==> src/rtl/image_loader_pkg.sv <==
// Shared definitions for the image frame loader: FSM states, the sync byte
// and the frame-size legality check applied once the header is complete.
package image_loader_pkg;

   typedef enum logic [2:0] {
      IDLE   = 3'd0,
      W_HI   = 3'd1,
      W_LO   = 3'd2,
      H_HI   = 3'd3,
      H_LO   = 3'd4,
      CHECK  = 3'd5,
      PIXELS = 3'd6
   } state_t;

   localparam logic [7:0] SYNC_BYTE = 8'hA5;

   // A frame is legal when it holds at least one pixel and fits the memory.
   function automatic logic header_ok(input logic [31:0] total, input int addr_w);
      logic [63:0] limit;
      limit = 64'd1 << addr_w;
      return (total != 32'd0) && ({32'd0, total} <= limit);
   endfunction

endpackage

==> src/rtl/image_loader_byte_strobe.sv <==
// One-byte-per-rising-edge strobe for the serial receiver's ready level, with
// a one-entry hold register for a byte that arrives while the loader is busy checking.
module byte_strobe (
   input  logic       clock,
   input  logic       reset,
   input  logic       rx_ready,
   input  logic [7:0] rx_data,
   input  logic       hold,
   input  logic       flush,
   output logic       byte_valid,
   output logic [7:0] byte_data
);

   logic       rx_ready_q;
   logic       pend_valid;
   logic [7:0] pend_data;
   logic       rise;

   assign rise = rx_ready & ~rx_ready_q;

   // A held byte is replayed on the first cycle hold drops; flush discards it
   // when the frame it belonged to was rejected.
   always_ff @(posedge clock) begin
      if (reset) begin
         rx_ready_q <= 1'b0;
         pend_valid <= 1'b0;
         pend_data  <= 8'd0;
      end else begin
         rx_ready_q <= rx_ready;
         if (flush) begin
            pend_valid <= 1'b0;
         end else if (hold && rise) begin
            pend_valid <= 1'b1;
            pend_data  <= rx_data;
         end else if (!hold) begin
            pend_valid <= 1'b0;
         end
      end
   end

   assign byte_valid = ~hold & (rise | pend_valid);
   assign byte_data  = pend_valid ? pend_data : rx_data;

endmodule

==> src/rtl/image_loader.sv <==
// Parses a framed image upload (sync, 16-bit width, 16-bit height, pixels)
// from the serial byte stream and writes pixels to memory from address 0.
module image_loader
   import image_loader_pkg::*;
#(
   parameter int ADDR_W      = 16,
   parameter int TIMEOUT_CYC = 1_000_000
) (
   input  logic              clock,
   input  logic              reset,
   input  logic              rx_ready,
   input  logic [7:0]        rx_data,
   output logic              mem_we,
   output logic [ADDR_W-1:0] mem_addr,
   output logic [7:0]        mem_wdata,
   output logic              busy,
   output logic              done,
   output logic              error,
   output logic [15:0]       width,
   output logic [15:0]       height
);

   localparam int TW = $clog2(TIMEOUT_CYC + 1);
   localparam logic [TW-1:0] TIMER_LIMIT = TW'(TIMEOUT_CYC);

   state_t state, state_n;
   logic [15:0]       w_sh, h_sh, w_sh_n, h_sh_n, width_n, height_n;
   logic [ADDR_W:0]   count, count_n, total, total_n;
   logic [TW-1:0]     timer, timer_n;
   logic              we_n, done_n, error_n;
   logic [ADDR_W-1:0] addr_n;
   logic [7:0]        wdata_n;
   logic              byte_valid;
   logic [7:0]        byte_data;
   logic [31:0]       product;
   logic              header_bad;
   logic              timed_out;

   byte_strobe u_strobe (
      .clock      (clock),
      .reset      (reset),
      .rx_ready   (rx_ready),
      .rx_data    (rx_data),
      .hold       (state == CHECK),
      .flush      ((state == CHECK) && header_bad),
      .byte_valid (byte_valid),
      .byte_data  (byte_data)
   );

   assign product    = w_sh * h_sh;
   assign header_bad = !header_ok(product, ADDR_W);
   assign busy       = (state != IDLE);
   assign timed_out  = (state != IDLE) && (state != CHECK) && !byte_valid && (timer == TIMER_LIMIT);

   always_comb begin
      state_n  = state;
      w_sh_n   = w_sh;
      h_sh_n   = h_sh;
      width_n  = width;
      height_n = height;
      count_n  = count;
      total_n  = total;
      we_n     = 1'b0;
      addr_n   = mem_addr;
      wdata_n  = mem_wdata;
      done_n   = 1'b0;
      error_n  = 1'b0;
      timer_n  = (state == IDLE || state == CHECK || byte_valid) ? '0 : timer + 1'b1;

      case (state)
         IDLE: if (byte_valid && byte_data == SYNC_BYTE) state_n = W_HI;
         W_HI: if (byte_valid) begin w_sh_n[15:8] = byte_data; state_n = W_LO; end
         W_LO: if (byte_valid) begin w_sh_n[7:0]  = byte_data; state_n = H_HI; end
         H_HI: if (byte_valid) begin h_sh_n[15:8] = byte_data; state_n = H_LO; end
         H_LO: if (byte_valid) begin h_sh_n[7:0]  = byte_data; state_n = CHECK; end
         CHECK: begin
            if (header_bad) begin
               error_n = 1'b1;
               state_n = IDLE;
            end else begin
               width_n  = w_sh;
               height_n = h_sh;
               total_n  = product[ADDR_W:0];
               count_n  = '0;
               state_n  = PIXELS;
            end
         end
         PIXELS: begin
            // Finishing one cycle after the last write puts done after mem_we.
            if (count == total) begin
               done_n  = 1'b1;
               state_n = IDLE;
            end else if (byte_valid) begin
               we_n    = 1'b1;
               addr_n  = count[ADDR_W-1:0];
               wdata_n = byte_data;
               count_n = count + 1'b1;
            end
         end
         default: state_n = IDLE;
      endcase

      if (timed_out) begin
         done_n  = 1'b0;
         error_n = 1'b1;
         state_n = IDLE;
      end
   end

   always_ff @(posedge clock) begin
      if (reset) begin
         state     <= IDLE;
         w_sh      <= '0;
         h_sh      <= '0;
         width     <= '0;
         height    <= '0;
         count     <= '0;
         total     <= '0;
         timer     <= '0;
         mem_we    <= 1'b0;
         mem_addr  <= '0;
         mem_wdata <= '0;
         done      <= 1'b0;
         error     <= 1'b0;
      end else begin
         state     <= state_n;
         w_sh      <= w_sh_n;
         h_sh      <= h_sh_n;
         width     <= width_n;
         height    <= height_n;
         count     <= count_n;
         total     <= total_n;
         timer     <= timer_n;
         mem_we    <= we_n;
         mem_addr  <= addr_n;
         mem_wdata <= wdata_n;
         done      <= done_n;
         error     <= error_n;
      end
   end

endmodule

==> config.mk <==
export PLATFORM = sky130hd
export DESIGN_NAME = image_loader
export DESIGN_NICKNAME = d
export VERILOG_FILES = /design/src/rtl/image_loader_pkg.sv /design/src/rtl/image_loader_byte_strobe.sv /design/src/rtl/image_loader.sv
export SDC_FILE = /design/constraint.sdc
export NUM_CORES = 1
export LEC_CHECK = 0
export CAP_MARGIN = 30
export CORE_MARGIN = 2
export CORE_UTILIZATION = 35
export DETAILED_ROUTE_END_ITERATION = 16
export SETUP_SLACK_MARGIN = 0.02
export SYNTH_ARGS = -nofsm -noshare
export SYNTH_HDL_FRONTEND = slang
export SYNTH_SLANG_ARGS = --single-unit
export TNS_END_PERCENT = 50
==> constraint.sdc <==
create_clock -name clock -period 8.15 [get_ports clock]
set_clock_uncertainty 0.1 [all_clocks]
set_input_delay 1.63 -clock clock [delete_from_list [all_inputs] [get_ports clock]]
set_output_delay 1.63 -clock clock [all_outputs]
set_load 0.02 [all_outputs]
==> flow_summary_export.csv, run 1 <==
group,metric,value,unit
placed_design,pre_cts_ws,-0.0628,ns
layout,n_fill_cell,4250,
timing,hold_ws,0.377,ns
floorplan,core_area,42200,um2
layout,nets,2017,
pwr,p_leak,6.62,nW
floorplan,dieHeight,211,um
timing,hold_violations,0,
timing,slew_headroom,39.3,%
layout,syn2layout_area_growth,12.9,%
pwr,totalPowerFinal,1.57,mW
layout,layout_common_cells,"194 x inv_1, 194 x fa_1, 193 x nand2_1",
routing,wire_per_inst,17.4,um
cts,clock_latency,0.45,ns
global_routing,grt_pass1_vias,11800,
cts,root_buffer,"clkbuf_16",
placed_design,gp_congestion,0.869,
setup_path,r2r_cells,23,
timing,drv_slew,0,
timing,worst_slew_pin_slew,0.886,ns
routing,drt_iter0_markers,685,
synthesis,yosysSeqAreaShare,21.0,%
setup_path,critPathArrivalTime,7.88,ns
setup_path,crit_buf_inv,5,
setup_path,path_max_fanout,27,
pwr,vdd_drop_max,0.000148,V
timing,rsz0062_at_grt,"false",
cts,postCtsSetupBuffers,0,
placed_design,dp_hpwl,31000,um
synthesis,synth_top_flop_cell,"dfxtp_1",
setup_path,critPathCaptureType,"flip-flop",
synthesis,ys_types,65,
cts,numCtsBuffers,17,
cts,path_clk_slew,0.06,ns
floorplan,start_util,35.7,%
cts,cts_tree,"done",
setup_path,cp_top_family,"adder cells",
timing,setup_slack,0.467,ns
routing,drc_errors,0,
layout,seq_area,3200,um2
pwr,power_density,92.4,nW/um2
global_routing,grtUsageTotal,18.3,%
layout,drive_above_1_share,7.92,%
setup_path,crit_type,"reg -> reg",
layout,antenna_cells,0,
routing,first_pass_iters,7,
timing,setup_viol,0,
job,drv_cap,0,
layout,multi_input_area,10700,um2
cts,ctsLongestPathBuffers,2,
setup_path,r2r_slack,0.47,ns
synthesis,yosysTopAreaCellShare,25.8,%
synthesis,netlist_area,15100,um2
floorplan,row_count,75,
synthesis,syn_avg_cell_area,8.99,um2
floorplan,dieArea,44700,um2
synthesis,synth_seq_cells,158,
setup_path,worstPathCellList,"nand2_1 -> fa_1 -> inv_1 -> fa_1 -> inv_1 -> fa_1 -> fa_1 -> fa_1 -> inv_1 -> fa_1 -> ha_1 -> a21oi_1 -> o21ai_0 -> or2_2 -> or3_1 -> and3b_1 -> a2111oi_2 -> nand4_1 -> nor4_4 -> buf_12 -> buf_6 -> mux2i_1 -> nor2_1",
placed_design,port_buffers,70,
cts,cts_max_level,4,
synthesis,ys_top_cells_by_area,"fa_1 26%, dfxtp_1 21%, ha_1 8.9%, mux2i_1 5.0%, inv_1 4.8%",
global_routing,gr-total-overflow,0,
timing,fmax,130,MHz
synthesis,synthesis.nets,1987,
routing,viasPerCell,5.12,
synthesis,synth_cells,1675,
routing,vias,11500,
synthesis,synth-edff-count,0,
synthesis,ys_warn_count,0,
setup_path,cp_slowest_cell,"fa_1",
synthesis,yosysTopAreaCell,"fa_1",
hold_path,min_path_cells,1,
floorplan,die_x,211,um
layout,utilization,40.2,%
timing,period_minus_slack,7.68,ns
synthesis,ys_async_sr_fraction,0,%
hold_path,hold_class,"reg -> reg",
setup_path,crit_required,8.35,ns
run_status,outcome,"finished clean",
setup_path,slowest_delay,0.55,ns
timing,fin_crit_sh,94.3,%
setup_path,start_kind,"flip-flop",
global_routing,grt_pass1_wl,64600,um
routing,wl,39400,um
setup_path,crit_top_cell,"fa_1",
routing,ant_nets,0,
global_routing,grt_max_degree,86,
cts,clock-sinks,158,
setup_path,path_depth,23,
global_routing,antenna_found_initial,0,
floorplan,ios,71,
## through the flow
step	instances	area, um2	setup TNS, ns
2_1_floorplan	1675	15100	0
3_3_place_gp	2222	16300	0
3_5_place_dp	2225	16400	-0.831
4_1_cts	2257	16900	0
5_1_grt	2257	17000	0
6_report	2257	17000	0
## metal layers
metal / part of all wire [%] / routed length [um] / track usage (%)
met5: 0 / 0 / 0
met1: 47 / 18400 / 25.4
met2: 47 / 18500 / 29.6
met3: 4.4 / 1750 / 2.79
met4: 2.0 / 783 / 5.08
## kinds of logic after synthesis
kind of cell | synth area share [%]
AND/OR/NAND/NOR | 18.8
buffers and inverters | 8.00
adder cells (fa/ha/maj) | 34.7
AO/OA/AOI/OAI | 9.29
flip-flops | 21.0
multiplexers | 5.14
XOR/XNOR | 3.08
## report_power, final
| part | leakage, nW | switching [mW] | total [mW] | internal [mW] |
|---|---|---|---|---|
| Clock | 0.279 | 0.358 | 0.767 | 0.409 |
| Sequential | 1.29 | 0.000362 | 0.772 | 0.771 |
| Combinational | 5.05 | 0.0221 | 0.0319 | 0.00971 |
| Total | 6.62 | 0.380 | 1.57 | 1.19 |
## cells in the mapped netlist (8+ instances only)
library cell / instances
dfxtp_1: 158
nand2b_1: 11
o21a_1: 19
a211oi_2: 9
a211oi_1: 47
nand4_1: 19
nor3_1: 16
nand3_1: 17
nand2_1: 193
and3_1: 21
xnor2_1: 19
and2_1: 105
nor2_1: 148
nand4b_1: 8
a21oi_1: 42
clkbuf_1: 98
mux2i_1: 75
xor2_1: 34
fa_1: 194
inv_1: 194
o21ai_0: 35
ha_1: 107
## area by class of cell
class	count	share of cell area (%)
clock buffer	18	2.58
clock inverter	14	0.744
inverter	194	4.29
multi-input combinational	1213	63.1
sequential	158	18.8
tap	539	3.97
timing repair buffer	121	6.50
## state kept, by name, summed over array words and instances, names as in the netlist, 3 cells and up
| register | count |
|---|---|
| timer | 20 |
| count | 17 |
| total | 17 |
| h_sh | 16 |
| height | 16 |
| mem_addr | 16 |
| w_sh | 16 |
| width | 16 |
| mem_wdata | 8 |
| u_strobe.pend_data | 8 |
| state | 3 |
## worst paths after layout
check | startpoint | endpoint
max | h_sh[6]$_SDFFE_PP0P_ | width[9]$_SDFFE_PP0P_
max reg2reg | h_sh[6]$_SDFFE_PP0P_ | width[9]$_SDFFE_PP0P_
min | timer[0]$_SDFF_PP0_ | timer[0]$_SDFF_PP0_
min reg2reg | timer[0]$_SDFF_PP0_ | timer[0]$_SDFF_PP0_
## what timing repair did
item / 4_1_cts / 5_1_grt
hold buffers: 0 / 0
gates resized for setup: 1 / 31
setup endpoints to repair: 19 / 68
## worst register-to-register path, delay by kind of cell (launching register included)
| family | cells | cell delay [ns] |
|---|---|---|
| and+or+nand+nor | 7 | 1.74 |
| adders and majority gates | 7 | 3.49 |
| AOI/OAI and AO/OA | 3 | 0.74 |
| muxes | 1 | 0.24 |
| DFF | 1 | 0.50 |
| buffers and inverters | 5 | 0.73 |
Power figures use the tool's default switching activity.
==> inputs of run 2 (changes only) <==
Settings changed: PLACE_DENSITY_LB_ADDON set to 0.25.
Clock period 8.15 ns to 9.1 ns, I/O delays scaled along.
==> flow_summary_export.csv, run 2 (synthesis gave the netlist of run 1 again) <==
group,metric,value,unit
run_status,outcome,"finished clean",
timing,tns,0,ns
job,drv_cap,0,
setup_path,r2r-end,"u_strobe.pend_data[7]$_SDFFE_PP0P_",
layout,nets,1983,
timing,fin_crit_sh,90.6,%
global_routing,grt_pass1_vias,11500,
global_routing,gr-max-usage-layer,"met2",
global_routing,grt_pass1_wl,63600,um
layout,reg_top3,"timer (20), count (17), total (17)",
placed_design,port_buffers,70,
routing,first_pass_iters,8,
pwr,power_density,85.4,nW/um2
floorplan,ios,71,
routing,wl,39200,um
pwr,totalPowerFinal,1.43,mW
timing,drv_slew,0,
timing,period_minus_slack,8.24,ns
layout,n_fill_cell,4268,
pwr,vdd_drop_max,0.000129,V
cts,cts_hold_buf,0,
cts,cts_max_level,4,
timing,setup_viol,0,
cts,clock-sinks,158,
routing,ant_nets,0,
timing,worst_slew_pin_slew,0.969,ns
timing,setup_slack,0.855,ns
timing,hold_ws,0.375,ns
cts,postCtsSetupBuffers,0,
layout,layout_common_cells,"194 x inv_1, 194 x fa_1, 193 x nand2_1",
layout,antenna_cells,0,
layout,multi_input_area,10700,um2
setup_path,crit_required,9.32,ns
global_routing,antenna_found_initial,0,
floorplan,start_util,35.7,%
global_routing,grtUsageTotal,18.1,%
timing,fmax,121,MHz
cts,path_clk_slew,0.06,ns
floorplan,die_x,211,um
cts,ctsLongestPathBuffers,2,
global_routing,grt_max_degree,77,
routing,drt_iter0_markers,712,
placed_design,dp_hpwl,30000,um
global_routing,grt_util_met2,29.1,%
placed_design,pre_cts_ws,0.748,ns
cts,cts_resized,0,
timing,hold_violations,0,
hold_path,min_path_cells,2,
floorplan,row_count,75,
floorplan,dieArea,44700,um2
routing,viasPerCell,5.11,
layout,seq_area,3160,um2
routing,wire_per_inst,17.6,um
layout,drive_above_1_share,4.33,%
layout,syn2layout_area_growth,10.9,%
global_routing,met3_usage,2.40,%
layout,top_register,"timer",
setup_path,critPathArrivalTime,8.47,ns
global_routing,gr-total-overflow,0,
timing,rsz0062_at_grt,"false",
floorplan,dieHeight,211,um
setup_path,r2r_cells,22,
floorplan,core_area,42200,um2
routing,drc_errors,0,
setup_path,crit_type,"reg -> reg",
cts,cts_tree,"done",
setup_path,r2r_slack,0.86,ns
setup_path,startpoint,"h_sh[6]$_SDFFE_PP0P_",
routing,vias,11400,
pwr,p_leak,6.41,nW
setup_path,critPathCaptureType,"flip-flop",
setup_path,r2r_start,"h_sh[6]$_SDFFE_PP0P_",
hold_path,hp-start,"u_strobe.pend_data[6]$_SDFFE_PP0P_",
setup_path,start_kind,"flip-flop",
cts,root_buffer,"clkbuf_16",
layout,largest_register_ffs,20,
placed_design,gp_congestion,0.893,
cts,numCtsBuffers,17,
setup_path,path_max_fanout,62,
hold_path,hold_class,"reg -> reg",
hold_path,hold-path-endpoint,"u_strobe.pend_data[6]$_SDFFE_PP0P_",
global_routing,met1_usage,25.5,%
timing,slew_headroom,33.6,%
cts,clock_latency,0.45,ns
run 2: changes by cell type in the layout (fill, tap and decap cells not counted), moves of 2 or more:
cell / before / now
buf_4: 48 / 16
buf_6: 3 / 1
dfxtp_1: 131 / 158
dfxtp_2: 25 / 0
dfxtp_4: 2 / 0
run 2: metrics by stage:
stage / utilization [%] / std cells / area (um2)
2_1_floorplan: - / 1675 / 15100
3_3_place_gp: 38.1 / 2190 / 16100
3_5_place_dp: 38.2 / 2191 / 16100
4_1_cts: 39.5 / 2223 / 16700
5_1_grt: 39.5 / 2223 / 16700
6_report: 39.5 / 2223 / 16700
run 2: power by group:
part	total [mW]	leakage, nW	internal (mW)	switching [mW]
Combinational	0.0290	4.86	0.00856	0.0205
Clock	0.704	0.277	0.389	0.315
Sequential	0.692	1.27	0.692	0.000455
Total	1.43	6.41	1.09	0.336
run 2: worst max-delay path by stage:
stage | cells past startpoint | slack, ns | to
finish | 22 | 0.86 | u_strobe.pend_data[7]$_SDFFE_PP0P_
global route | 22 | 0.32 | u_strobe.pend_data[0]$_SDFFE_PP0P_
CTS | 19 | 0.74 | count[16]$_SDFFE_PP0P_
detailed placement | 19 | 0.75 | count[16]$_SDFFE_PP0P_
global placement | 22 | 0.87 | u_strobe.pend_data[2]$_SDFFE_PP0P_
floorplan | 27 | 1.90 | count[10]$_SDFFE_PP0P_
run 2: metal layers:
| metal | share of wire [%] | vias to the layer above |
|---|---|---|
| met4 | 1.9 | 0 |
| li1 | - | 5416 |
| met5 | 0 | - |
| met3 | 3.6 | 47 |
| met1 | 48 | 5647 |
| met2 | 46 | 243 |
run 2: final cells by class:
cell class / instances / share of cell area (%)
clock buffer: 19 / 2.65
clock inverter: 13 / 0.765
inverter: 194 / 4.36
multi-input combinational: 1213 / 64.2
sequential: 158 / 19.0
tap: 539 / 4.04
timing repair buffer: 87 / 5.05
run 2: worst max-delay path, cell delays in order (launching register included):
cell and delay (ns):
dfxtp_1 0.82, nand2_1 0.18, fa_1 0.57, inv_1 0.05
fa_1 0.53, inv_1 0.06, fa_1 0.52, fa_1 0.45
fa_1 0.54, inv_1 0.06, fa_1 0.49, ha_1 0.42
a21oi_1 0.19, o21ai_0 0.21, or2_2 0.35, or3_1 0.36
and3b_1 0.18, a2111oi_2 0.33, nand4_1 0.30, nor4_4 0.44
buf_12 0.40, and2_1 0.34, o21ai_0 0.13
==> inputs of run 3 (changes only) <==
--- a/constraint.sdc
+++ b/constraint.sdc
@@ -3,3 +3,3 @@
 set_input_delay 1.82 -clock clock [delete_from_list [all_inputs] [get_ports clock]]
 set_output_delay 1.82 -clock clock [all_outputs]
-set_load 0.02 [all_outputs]
+set_load 0.05 [all_outputs]
==> results of run 3 <==
The final DEF is identical to that of run 2. Status: finished clean.
